===== config.mk =====
export PLATFORM = sky130hd
export DESIGN_NAME = tab_sequenciador
export DESIGN_NICKNAME = d
export VERILOG_FILES = /design/src/rtl/tab_pkg.sv /design/src/rtl/tab_prescaler.sv /design/src/rtl/tab_sequenciador.sv
export SDC_FILE = /design/constraint.sdc
export NUM_CORES = 1
export LEC_CHECK = 0
export ABC_AREA = 1
export BUFFER_PORTS_ARGS = -buffer_cell sky130_fd_sc_hd__buf_4
export CELL_PAD_IN_SITES_DETAIL_PLACEMENT = 0
export CELL_PAD_IN_SITES_GLOBAL_PLACEMENT = 2
export CORE_UTILIZATION = 31
export DETAILED_ROUTE_END_ITERATION = 12
export GPL_ROUTABILITY_DRIVEN = 0
export PLACE_DENSITY_LB_ADDON = 0.1
export SKIP_CTS_REPAIR_TIMING = 1
export SLEW_MARGIN = 20
export SYNTH_ARGS = -nofsm -noshare
export SYNTH_HDL_FRONTEND = slang
export SYNTH_HIERARCHICAL = 1
export SYNTH_SLANG_ARGS = --single-unit

===== constraint.sdc =====
create_clock -name clk -period 2.76 [get_ports clk]
set_input_delay 0.276 -clock clk [delete_from_list [all_inputs] [get_ports clk]]
set_output_delay 0.276 -clock clk [all_outputs]
set_load 0.02 [all_outputs]

===== src/rtl/tab_pkg.sv =====
// Shared definitions for the table sequencer.
// Holds the sequencer state type and the default widths for the
// state code (EA_W) and the tick divisor (DIV_W).
package tab_pkg;

    localparam int EA_W_DEFAULT  = 4;
    localparam int DIV_W_DEFAULT = 8;

    typedef enum logic [1:0] {
        IDLE = 2'd0,
        RUN  = 2'd1,
        HOLD = 2'd2,
        DONE = 2'd3
    } tab_state_t;

endpackage


===== src/rtl/tab_prescaler.sv =====
// Tick prescaler for the table sequencer.
// Counts 0..div while enabled and raises tick on the terminal count,
// then wraps back to 0. With div = 0 a tick is produced every enabled cycle.
// Ports:
//   clk, rst_n : clock, asynchronous active-low reset
//   clear      : synchronous return of the count to 0 (wins over enable)
//   enable     : count advances only while high; otherwise frozen
//   div        : terminal count (tick period minus one)
//   tick       : high in the enabled cycle whose count equals div
module tab_prescaler #(
    parameter int DIV_W = tab_pkg::DIV_W_DEFAULT
) (
    input  logic             clk,
    input  logic             rst_n,
    input  logic             clear,
    input  logic             enable,
    input  logic [DIV_W-1:0] div,
    output logic             tick
);

    logic [DIV_W-1:0] count;

    assign tick = enable && (count == div);

    always_ff @(posedge clk or negedge rst_n) begin
        if (!rst_n) begin
            count <= '0;
        end else if (clear) begin
            count <= '0;
        end else if (enable) begin
            if (count == div) begin
                count <= '0;
            end else begin
                count <= count + DIV_W'(1);
            end
        end
    end

endmodule


===== src/rtl/tab_sequenciador.sv =====
// Table sequencer: steps a state code ea from first to last (wrapping
// modulo 2^EA_W) at one step per prescaler tick, then pulses done.
// Ports:
//   clk, rst_n          : clock, asynchronous active-low reset
//   start               : load first/last/div and (re)start sequencing
//   stop                : abort back to idle, ea keeps its value
//   hold                : level, freezes ea and the prescaler while high
//   first, last, div    : sequence bounds and tick period minus one,
//                         only looked at on an accepted start
//   ea                  : registered state code for the output decoder
//   busy                : registered, high while running or held
//   done                : registered, one-cycle pulse after ea reached last
//
// state | meaning
// IDLE  | waiting for start, ea keeps its last value
// RUN   | stepping ea on each prescaler tick
// HOLD  | frozen by hold; with hold low it behaves as RUN and returns there
// DONE  | one-cycle done pulse, then back to IDLE
module tab_sequenciador
    import tab_pkg::*;
#(
    parameter int EA_W  = tab_pkg::EA_W_DEFAULT,
    parameter int DIV_W = tab_pkg::DIV_W_DEFAULT
) (
    input  logic             clk,
    input  logic             rst_n,
    input  logic             start,
    input  logic             stop,
    input  logic             hold,
    input  logic [EA_W-1:0]  first,
    input  logic [EA_W-1:0]  last,
    input  logic [DIV_W-1:0] div,
    output logic [EA_W-1:0]  ea,
    output logic             busy,
    output logic             done
);

    tab_state_t       state_q;
    tab_state_t       state_d;
    logic [EA_W-1:0]  ea_q;
    logic [EA_W-1:0]  ea_d;
    logic [EA_W-1:0]  last_q;
    logic [DIV_W-1:0] div_q;
    logic             busy_q;
    logic             done_q;
    logic             load;
    logic             cnt_en;
    logic             tick;

    // first only seeds ea on load, so it needs no register of its own.

    // The prescaler advances only in a cycle that is neither aborted,
    // restarted nor held; this also gives hold precedence over a tick.
    assign cnt_en = ((state_q == RUN) || (state_q == HOLD)) && !stop && !start && !hold;

    tab_prescaler #(
        .DIV_W (DIV_W)
    ) u_prescaler (
        .clk    (clk),
        .rst_n  (rst_n),
        .clear  (load),
        .enable (cnt_en),
        .div    (div_q),
        .tick   (tick)
    );

    always_comb begin
        state_d = state_q;
        ea_d    = ea_q;
        load    = 1'b0;
        unique case (state_q)
            IDLE: begin
                if (!stop && start) begin
                    load    = 1'b1;
                    ea_d    = first;
                    state_d = RUN;
                end
            end
            RUN, HOLD: begin
                if (stop) begin
                    state_d = IDLE;
                end else if (start) begin
                    load    = 1'b1;
                    ea_d    = first;
                    state_d = RUN;
                end else if (hold) begin
                    state_d = HOLD;
                end else begin
                    state_d = RUN;
                    if (tick) begin
                        if (ea_q == last_q) begin
                            state_d = DONE;
                        end else begin
                            ea_d = ea_q + EA_W'(1);
                        end
                    end
                end
            end
            DONE: begin
                if (!stop && start) begin
                    load    = 1'b1;
                    ea_d    = first;
                    state_d = RUN;
                end else begin
                    state_d = IDLE;
                end
            end
            default: begin
                state_d = IDLE;
            end
        endcase
    end

    always_ff @(posedge clk or negedge rst_n) begin
        if (!rst_n) begin
            state_q <= IDLE;
            ea_q    <= '0;
            last_q  <= '0;
            div_q   <= '0;
            busy_q  <= 1'b0;
            done_q  <= 1'b0;
        end else begin
            state_q <= state_d;
            ea_q    <= ea_d;
            busy_q  <= (state_d == RUN) || (state_d == HOLD);
            done_q  <= (state_d == DONE);
            if (load) begin
                last_q <= last;
                div_q  <= div;
            end
        end
    end

    assign ea   = ea_q;
    assign busy = busy_q;
    assign done = done_q;

endmodule

==> load_flow_metrics.sql, run 1 <==
INSERT INTO impl_metrics (metric_group, metric, value, unit) VALUES
('status', 'result_of_the_run', 'completed', ''),
('floorplan', 'core_area', '5140', 'µm²'),
('global_route', 'pin_count_of_the_biggest_net_entering_global_routing', '29', ''),
('global_route', 'globalRoute.totalOverflow', '0', ''),
('timing', 'grt_setup_unrepaired', 'false', ''),
('cts', 'clk_path_buf_depth', '2', ''),
('setup_path', 'timing.critical_path.from_type', 'flip-flop', ''),
('placement', 'dpl.hpwl', '2.81', 'mm'),
('finish', 'layout.nets', '286', ''),
('placement', 'io_buffers', '26', ''),
('finish', 'sequential_cell_area', '701', 'µm²'),
('cts', 'insertion_delay', '270', 'ps'),
('timing', 'tightest_slew', '530', 'ps'),
('finish', 'post_route_cells_drive_above_1_share', '18.1', '%'),
('setup_path', 'timing.critical_path.required', '2920', 'ps'),
('yosys', 'synth_area_per_cell', '7.27', 'µm²'),
('global_route', 'globalRouteTotalUtil', '14.6', '%'),
('yosys', 'synth_enable_flop_cells', '0', ''),
('yosys', 'synth.cell_area', '1660', 'µm²'),
('timing', 'setup_ws', '360', 'ps'),
('power', 'combPwrFrac', '34.1', '%'),
('route', 'post_drt_via_cell_ratio', '4.28', ''),
('global_route', 'via_count_of_the_first_global_routing_pass', '1301', ''),
('yosys', 'postSynth.asyncResetShare', '100', '%'),
('route', 'detailedRoute.firstPassIterationCount', '4', ''),
('floorplan', 'chipWidth', '75.1', 'µm'),
('yosys', 'syn_nets', '254', ''),
('yosys', 'synthCells', '228', ''),
('global_route', 'global_route_wire_length_before_repair', '6.15', 'mm'),
('power', 'ir_worst_vdd', '315', 'µV'),
('yosys', 'ys_ff_latch', '28', ''),
('timing', 'slew_viol_final', '0', ''),
('power', 'total_leakage_power', '1.11', 'nW'),
('finish', 'antenna_cells', '0', ''),
('timing', 'final_hold_vio_count', '0', ''),
('route', 'residual_drc', '0', ''),
('route', 'dr.first_iter.drc_count', '56', ''),
('timing', 'setup_tns', '0', 'ps'),
('power', 'power.share.switching', '37.1', '%'),
('placement', 'pre_cts_slack', '342', 'ps'),
('global_route', 'number_of_antenna_violations_at_the_first_check_in_global_routing', '0', ''),
('setup_path', 'critical_path_peak_fanout', '8', ''),
('run', 'maxcap_violations', '0', ''),
('finish', 'layout.filler_cells', '605', ''),
('yosys', 'ys_types', '23', ''),
('timing', 'final_setup_viols', '0', ''),
('power', 'internal_power', '0.776', 'mW'),
('route', 'num_vias', '1408', ''),
('power', 'p_per_area', '614', 'nW/µm²'),
('power', 'sequentialPowerShare', '45.5', '%'),
('cts', 'htree_num_levels', '1', ''),
('route', 'detail_route.wl_per_cell', '11.1', 'µm'),
('yosys', 'synthesis.yosys.warnings', '6', ''),
('timing', 'fin_crit', '2400', 'ps'),
('route', 'postRouteAntennaNets', '0', ''),
('finish', 'area.growth.synth_to_final', '21.4', '%'),
('power', 'clkPwrFrac', '20.4', '%'),
('power', 'net-switching-power', '0.459', 'mW'),
('setup_path', 'critical_path.endpoint_type', 'flip-flop', ''),
('setup_path', 'worst-setup-path-type', 'reg -> reg', ''),
('route', 'wirelength', '3.67', 'mm'),
('floorplan', 'rows', '26', ''),
('timing', 'fmax', '417', 'MHz'),
('yosys', 'synth_ff_type', 'dfrtp_1', ''),
('yosys', 'yosysSeqAreaShare', '42.3', '%'),
('timing', 'maxSlewHeadroom', '64.4', '%'),
('floorplan', 'pin_count', '27', ''),
('floorplan', 'floorplan.die_area', '5640', 'µm²'),
('cts', 'worst_setup_hold_path_clk_slew', '90', 'ps'),
('floorplan', 'die_h', '75.1', 'µm'),
('cts', 'cts_tree', 'built', ''),
('cts', 'clock_sinks', '28', ''),
('finish', 'multi_input_area', '835', 'µm²'),
('cts', 'cts-root-buf', 'clkbuf_8', ''),
('setup_path', 'crit_arrival', '2560', 'ps'),
('worst_hold_path', 'min-delay-path-class', 'in -> reg', ''),
('timing', 'fin_crit_sh', '87.0', '%'),
('floorplan', 'starting_density', '32.2', '%'),
('timing', 'clock_skew', '2.02', 'ps'),
('cts', 'cts_made_buffers', '3', '');
==> power groups by stage <==
| stage | combinational, mW | sequential (mW) | clock (mW) |
|---|---|---|---|
| 3_5_place_dp | 0.419 | 0.571 | 0 |
| 2_1_floorplan | 0.266 | 0.577 | 0 |
| 4_1_cts | 0.425 | 0.563 | 0.268 |
| 3_3_place_gp | 0.422 | 0.572 | 0 |
| 5_1_grt | 0.490 | 0.574 | 0.281 |
| 6_report | 0.421 | 0.562 | 0.252 |
==> flip-flops by register name, summed over array words and instances, names as in the netlist <==
signal             count
busy                   1
div_q                  8
done                   1
ea                     4
last_q                 4
state_q                2
u_prescaler/count      8
==> cells in the mapped netlist, types with 3 or more instances <==
cell type  count  area share, %
dfrtp_1       28             42
ha_1           5            3.8
inv_1         26            5.9
nand2_1      100             23
nand2_2        3            1.1
nand3_1       14            4.2
nand3_2        3            1.8
nand4_1        3            1.1
nor2_1        15            3.4
nor2_4         3            2.0
o21ai_0        8            2.4
xnor2_1        4            2.1
xor2_1         3            1.6
==> placed cells by master, fill, tap and decap left out <==
cell type,instances
clkinv_1,2
dfrtp_1,28
dlygate4sd3_1,1
o21ai_0,8
nor2_2,2
inv_2,2
nand3_2,3
buf_4,28
nand2_2,3
nand3b_1,1
nand2_1,100
nand4_4,1
ha_1,5
xor2_1,3
xnor2_1,4
nor2_4,3
inv_1,26
nor3_4,1
nor2_1,15
nand3_1,14
nor3_1,1
a21oi_1,1
clkbuf_8,4
nand4_1,3
==> critical path: stages, from the launching register on <==
cell and delay, ps:
dfrtp_1 390, inv_1 50, ha_1 400, nand2_1 200, nor3_1 460, nand3_2 160
inv_1 110, nand3_1 80, nand2_1 60, nand3_1 80, nand2_1 70, ha_1 220
==> per-stage QoR <==
| step | area, µm² | hold slack, ps | cells | total power [mW] | util [%] |
|---|---|---|---|---|---|
| floorplan | 1660 | -19.6 | 228 | 0.843 | - |
| global placement | 1950 | 229 | 324 | 0.994 | 37.9 |
| detailed placement | 1950 | 224 | 324 | 0.991 | 37.9 |
| CTS | 2000 | -83.5 | 328 | 1.26 | 38.9 |
| global route | 2010 | 183 | 329 | 1.34 | 39.1 |
| finish | 2010 | 188 | 329 | 1.24 | 39.1 |
==> layout make-up <==
cell class	count	share of cell area, %
Sequential cell	28	34.8
Multi-Input combinational cell	168	41.5
Clock buffer	4	2.74
Timing Repair Buffer	29	11.0
Tap cell	70	4.36
Inverter	30	5.60
==> cells by family after synthesis <==
logic type      share of synthesized area [%]
xor+xnor                                 3.70
buf+inv                                  7.33
simple gates                             40.2
compound gates                           2.72
fa+ha+maj                                3.78
flops                                    42.3
==> routing by layer <==
| layer | wire (µm) | track usage [%] | up-vias | share of wire [%] |
|---|---|---|---|---|
| li1 | - | - | 762 | - |
| met3 | 108 | 3.21 | 2 | 2.9 |
| met1 | 1920 | 21.9 | 626 | 52 |
| met4 | 22 | 3.14 | 0 | 0.60 |
| met2 | 1620 | 21.4 | 18 | 44 |
| met5 | 0 | 0 | - | 0 |
==> path summary, 6_finish.rpt <==
kind | start | to | slack (ps) | cells past startpoint
min | div[7] | div_q[7]$_DFFE_PN0P_ | 190 | 3
max | state_q[1]$_DFF_PN0_ | busy$_DFF_PN0_ | 360 | 11
max in group asynchronous | rst_n | ea[0]$_DFFE_PN0P_ | 2030 | 2
max reg2reg | state_q[1]$_DFF_PN0_ | busy$_DFF_PN0_ | 360 | 11
min reg2reg | div_q[3]$_DFFE_PN0P_ | div_q[3]$_DFFE_PN0P_ | 510 | 2
min in group asynchronous | rst_n | div_q[4]$_DFFE_PN0P_ | 450 | 2
No activity file was read; power rests on OpenSTA's default activity.
==> run 2: changes to the inputs <==
PLACE_DENSITY = 0.86   (was unset)
PLACE_DENSITY_LB_ADDON = unset   (was 0.1)
==> load_flow_metrics.sql, run 2 (same netlist as run 1, synthesis figures left out) <==
INSERT INTO impl_metrics (metric_group, metric, value, unit) VALUES
('setup_path', 'timing.critical_path.from_type', 'flip-flop', ''),
('setup_path', 'crit_arrival', '2470', 'ps'),
('floorplan', 'starting_density', '32.2', '%'),
('route', 'top_signal_layer_used', 'met4', ''),
('global_route', 'pin_count_of_the_biggest_net_entering_global_routing', '29', ''),
('route', 'post_drt_via_cell_ratio', '4.29', ''),
('placement', 'pre_cts_slack', '457', 'ps'),
('floorplan', 'floorplan.die_area', '5640', 'µm²'),
('global_route', 'via_count_of_the_first_global_routing_pass', '1276', ''),
('floorplan', 'core_area', '5140', 'µm²'),
('power', 'total_leakage_power', '1.10', 'nW'),
('route', 'wl_met1', '1.89', 'mm'),
('floorplan', 'pin_count', '27', ''),
('power', 'ir_worst_vdd', '272', 'µV'),
('timing', 'setup_tns', '0', 'ps'),
('finish', 'layout.nets', '286', ''),
('setup_path', 'timing.critical_path.required', '2930', 'ps'),
('timing', 'setup_ws', '456', 'ps'),
('timing', 'clock_skew', '7.22', 'ps'),
('finish', 'antenna_cells', '0', ''),
('route', 'detailedRoute.firstPassIterationCount', '4', ''),
('global_route', 'global_route_wire_length_before_repair', '5.95', 'mm'),
('timing', 'fin_crit_sh', '83.5', '%'),
('route', 'residual_drc', '0', ''),
('timing', 'fin_crit', '2300', 'ps'),
('route', 'dr.first_iter.drc_count', '57', ''),
('timing', 'final_setup_viols', '0', ''),
('timing', 'fmax', '434', 'MHz'),
('floorplan', 'die_h', '75.1', 'µm'),
('finish', 'layout_common_cells', '100 x nand2_1, 28 x dfrtp_1, 28 x buf_4', ''),
('timing', 'final_hold_vio_count', '0', ''),
('route', 'routed-wl-met3', '120', 'µm'),
('timing', 'tightest_slew', '477', 'ps'),
('timing', 'slew_viol_final', '0', ''),
('global_route', 'number_of_antenna_violations_at_the_first_check_in_global_routing', '0', ''),
('placement', 'dpl.hpwl', '2.69', 'mm'),
('global_route', 'globalRoute.totalOverflow', '0', ''),
('cts', 'worst_setup_hold_path_clk_slew', '100', 'ps'),
('finish', 'area.growth.synth_to_final', '20.5', '%'),
('cts', 'clock_sinks', '28', ''),
('worst_hold_path', 'min-delay-path-class', 'in -> reg', ''),
('cts', 'cts_made_buffers', '3', ''),
('finish', 'mostFrequentLayoutCell', 'nand2_1', ''),
('cts', 'clk_path_buf_depth', '2', ''),
('cts', 'cts_tree', 'built', ''),
('cts', 'htree_num_levels', '1', ''),
('placement', 'io_buffers', '26', ''),
('finish', 'post_route_cells_drive_above_1_share', '17.8', '%'),
('route', 'detail_route.wl_per_cell', '11.0', 'µm'),
('timing', 'maxSlewHeadroom', '68.0', '%'),
('setup_path', 'worst-setup-path-type', 'reg -> reg', ''),
('route', 'wirelength', '3.60', 'mm'),
('floorplan', 'chipWidth', '75.1', 'µm'),
('timing', 'grt_setup_unrepaired', 'false', ''),
('floorplan', 'rows', '26', ''),
('route', 'num_vias', '1406', ''),
('setup_path', 'critical_path_peak_fanout', '8', ''),
('global_route', 'globalRouteTotalUtil', '14.2', '%'),
('finish', 'biggest_registers_after_layout', 'div_q: 8 flops, u_prescaler/count: 8 flops', ''),
('power', 'p_per_area', '604', 'nW/µm²'),
('cts', 'insertion_delay', '270', 'ps'),
('status', 'result_of_the_run', 'completed', ''),
('cts', 'cts-root-buf', 'clkbuf_8', ''),
('route', 'postRouteAntennaNets', '0', ''),
('run', 'maxcap_violations', '0', ''),
('route', 'met2_length', '1.55', 'mm'),
('setup_path', 'critical_path.endpoint_type', 'flip-flop', '');
## run 2: layout make-up
| class | count | area (µm²) |
|---|---|---|
| inverter | 30 | 113 |
| tap | 70 | 87.6 |
| multi-input combinational | 168 | 835 |
| timing repair buffer | 29 | 220 |
| clock buffer | 3 | 41.3 |
| fill | 583 | 3140 |
| sequential | 28 | 701 |
## run 2: through the flow
stage          total power [mW]  utilization (%)  instance area [µm²]  std cells  hold slack [ps]
4_1_cts                    1.22             38.7                 1990        327            -82.3
3_5_place_dp              0.987             37.9                 1950        324              228
5_1_grt                    1.31             38.9                 2000        328              179
6_report                   1.21             38.9                 2000        328              187
3_3_place_gp              0.985             37.9                 1950        324              223
2_1_floorplan             0.843                -                 1660        228            -19.6
## run 2: worst max-delay path, stage by stage (launching register included)
cell,delay (ps)
dfrtp_1,380
inv_1,50
ha_1,390
nand2_1,190
nor3_1,420
nand3_2,150
inv_1,100
nand3_1,80
nand2_1,60
nand3_1,80
nand2_1,70
ha_1,220
## run 2: layer usage
layer  up-vias  global-route usage (%)
li1        761                       -
met1       620                    21.9
met2        23                    20.2
met3         2                    2.01
met4         0                    4.40
met5         -                       0
## run 2: path summary, 6_finish.rpt
path | start | endpoint | slack (ps) | cells after the start
setup / recovery | state_q[0]$_DFF_PN0_ | busy$_DFF_PN0_ | 460 | 11
min in group asynchronous | rst_n | last_q[1]$_DFFE_PN0P_ | 450 | 2
max in group asynchronous | rst_n | u_prescaler/count[2]$_DFFE_PN0P_ | 2040 | 2
hold / removal | div[1] | div_q[1]$_DFFE_PN0P_ | 190 | 3
hold reg to reg | div_q[2]$_DFFE_PN0P_ | div_q[2]$_DFFE_PN0P_ | 510 | 2
setup reg to reg | state_q[0]$_DFF_PN0_ | busy$_DFF_PN0_ | 460 | 11
## run 2: report_power, final
part | internal, mW | switching, mW | total [mW] | leakage (nW)
registers | 0.479 | 0.0832 | 0.562 | 0.360
clock network | 0.0981 | 0.128 | 0.226 | 0.0216
logic | 0.169 | 0.248 | 0.417 | 0.719
==> run 3: changes to the inputs <==
CORE_UTILIZATION = 28   (was 31)
PLACE_DENSITY = 0.82   (was 0.86)
clock period = 1.9 ns   (was 2.76 ns; I/O delays follow)
==> load_flow_metrics.sql, run 3 (same netlist as run 1, synthesis figures left out) <==
INSERT INTO impl_metrics (metric_group, metric, value, unit) VALUES
('route', 'residual_drc', '0', ''),
('placement', 'io_buffers', '26', ''),
('setup_path', 'timing.critical_path.from_type', 'flip-flop', ''),
('setup_path', 'critical_path.cell_chain', 'inv_1 > ha_1 > nand2_2 > nor3_4 > nand3_2 > inv_2 > nand3_1 > nand2_1 > nand3_1 > nand2_1 > ha_1', ''),
('setup_path', 'critical_path_peak_fanout', '3', ''),
('placement', 'dpl_cell_area', '1990', 'µm²'),
('global_route', 'pin_count_of_the_biggest_net_entering_global_routing', '29', ''),
('global_route', 'global_route_wire_length_before_repair', '6.47', 'mm'),
('cts', 'cts_tree', 'built', ''),
('setup_path', 'crit_arrival', '1920', 'ps'),
('timing', 'final_hold_vio_count', '0', ''),
('setup_path', 'worst-setup-path-type', 'reg -> reg', ''),
('floorplan', 'starting_density', '29.5', '%'),
('global_route', 'number_of_antenna_violations_at_the_first_check_in_global_routing', '0', ''),
('floorplan', 'chipWidth', '78.9', 'µm'),
('timing', 'setup_ws', '144', 'ps'),
('setup_path', 'crit_buf_inv', '2', ''),
('power', 'ir_worst_vdd', '425', 'µV'),
('setup_path', 'cp_slowest_stage_delay', '380', 'ps'),
('route', 'postRouteAntennaNets', '0', ''),
('floorplan', 'rows', '27', ''),
('route', 'detailedRoute.firstPassIterationCount', '4', ''),
('cts', 'cts-root-buf', 'clkbuf_8', ''),
('timing', 'finalHoldWorstSlack', '97.2', 'ps'),
('finish', 'finish.utilization', '37.2', '%'),
('setup_path', 'timing.critical_path.slowest_stage_cell', 'dfrtp_1', ''),
('route', 'detail_route.wl_per_cell', '10.9', 'µm'),
('placement', 'placed_cells', '330', ''),
('power', 'report.power.total', '1.95', 'mW'),
('cts', 'clk_path_buf_depth', '2', ''),
('timing', 'tightest_slew', '371', 'ps'),
('global_route', 'globalRouteTotalUtil', '13.2', '%'),
('timing', 'fmax', '569', 'MHz'),
('floorplan', 'die_h', '78.9', 'µm'),
('finish', 'stdcell_count', '337', ''),
('timing', 'fin_crit_sh', '92.4', '%'),
('cts', 'cts_made_buffers', '3', ''),
('floorplan', 'floorplan.die_area', '6230', 'µm²'),
('cts', 'clock_sinks', '28', ''),
('placement', 'pre_cts_slack', '126', 'ps'),
('route', 'num_vias', '1419', ''),
('route', 'wirelength', '3.66', 'mm'),
('run', 'maxcap_violations', '0', ''),
('timing', 'slew_viol_final', '0', ''),
('setup_path', 'timing.critical_path.required', '2070', 'ps'),
('finish', 'mostFrequentLayoutCell', 'nand2_1', ''),
('timing', 'fin_crit', '1760', 'ps'),
('timing', 'setup_tns', '0', 'ps'),
('timing', 'clock_skew', '2.65', 'ps'),
('power', 'total_leakage_power', '1.15', 'nW'),
('floorplan', 'pin_count', '27', ''),
('finish', 'post_route_cells_drive_above_1_share', '21.1', '%'),
('worst_hold_path', 'min-delay-path-class', 'in -> reg', ''),
('global_route', 'globalRoute.totalOverflow', '0', ''),
('cts', 'htree_num_levels', '1', ''),
('floorplan', 'core_area', '5610', 'µm²'),
('finish', 'layout_common_cells', '99 x nand2_1, 34 x buf_4, 28 x dfrtp_1', ''),
('finish', 'area.growth.synth_to_final', '26.1', '%'),
('finish', 'antenna_cells', '0', ''),
('finish', 'final_cell_area', '2090', 'µm²'),
('setup_path', 'cpLargestDelayFamily', 'simple AND/OR/NAND/NOR gates', ''),
('finish', 'layout.nets', '292', ''),
('global_route', 'via_count_of_the_first_global_routing_pass', '1396', ''),
('cts', 'worst_setup_hold_path_clk_slew', '100', 'ps'),
('setup_path', 'critical_path.endpoint_type', 'flip-flop', ''),
('route', 'post_drt_via_cell_ratio', '4.21', ''),
('power', 'p_per_area', '935', 'nW/µm²'),
('status', 'result_of_the_run', 'completed', ''),
('timing', 'final_setup_viols', '0', ''),
('timing', 'maxSlewHeadroom', '75.3', '%'),
('placement', 'dpl.hpwl', '2.75', 'mm'),
('cts', 'insertion_delay', '280', 'ps'),
('route', 'dr.first_iter.drc_count', '78', ''),
('finish', 'biggest_registers_after_layout', 'div_q: 8 flops, u_prescaler/count: 8 flops', ''),
('timing', 'grt_setup_unrepaired', 'false', '');
[run 3: cell count changes in the layout (fill, tap and decap cells not counted)]
cell | previous run | this run
buf_4 | 28 | 34
bufinv_16 | 0 | 1
inv_1 | 26 | 25
inv_2 | 2 | 3
nand2_1 | 100 | 99
nand2_2 | 3 | 4
nor3_1 | 1 | 0
nor3_4 | 1 | 2
[run 3: power breakdown]
part	internal [mW]	switching, mW
clock	0.282	0.194
sequential	0.695	0.117
combinational	0.291	0.372
[run 3: layer usage]
layer  wire [µm]  vias up  part of all wire, %  global-route usage, %
li1            -      774                    -                      -
met1        1900      624                   52                   19.0
met2        1650       17                   45                   21.0
met3          66        4                  1.8                   1.38
met4          42        0                  1.1                   3.82
met5           0        -                    0                      0
[run 3: cell type report]
class	count	area, µm²
clock buffers	3	41.3
clock inverters	1	30.0
fillers	620	3520
inverters	30	113
multi-input cells	168	848
flip-flops and latches	28	701
well taps	72	90.1
repair buffers	35	265
[run 3: worst paths after layout]
kind	startpoint	endpoint	slack, ps	cells past startpoint
hold reg to reg	div_q[6]$_DFFE_PN0P_	div_q[6]$_DFFE_PN0P_	510	2
setup / recovery	state_q[1]$_DFF_PN0_	busy$_DFF_PN0_	140	11
min in group asynchronous	rst_n	div_q[5]$_DFFE_PN0P_	360	2
hold / removal	div[3]	div_q[3]$_DFFE_PN0P_	100	3
max in group asynchronous	rst_n	ea[3]$_DFFE_PN0P_	1270	2
setup reg to reg	state_q[1]$_DFF_PN0_	busy$_DFF_PN0_	140	11
[run 3: tightest hold or removal path: stages]
cell,delay [ps]
buf_4,70
nand2_1,40
nand2_1,40
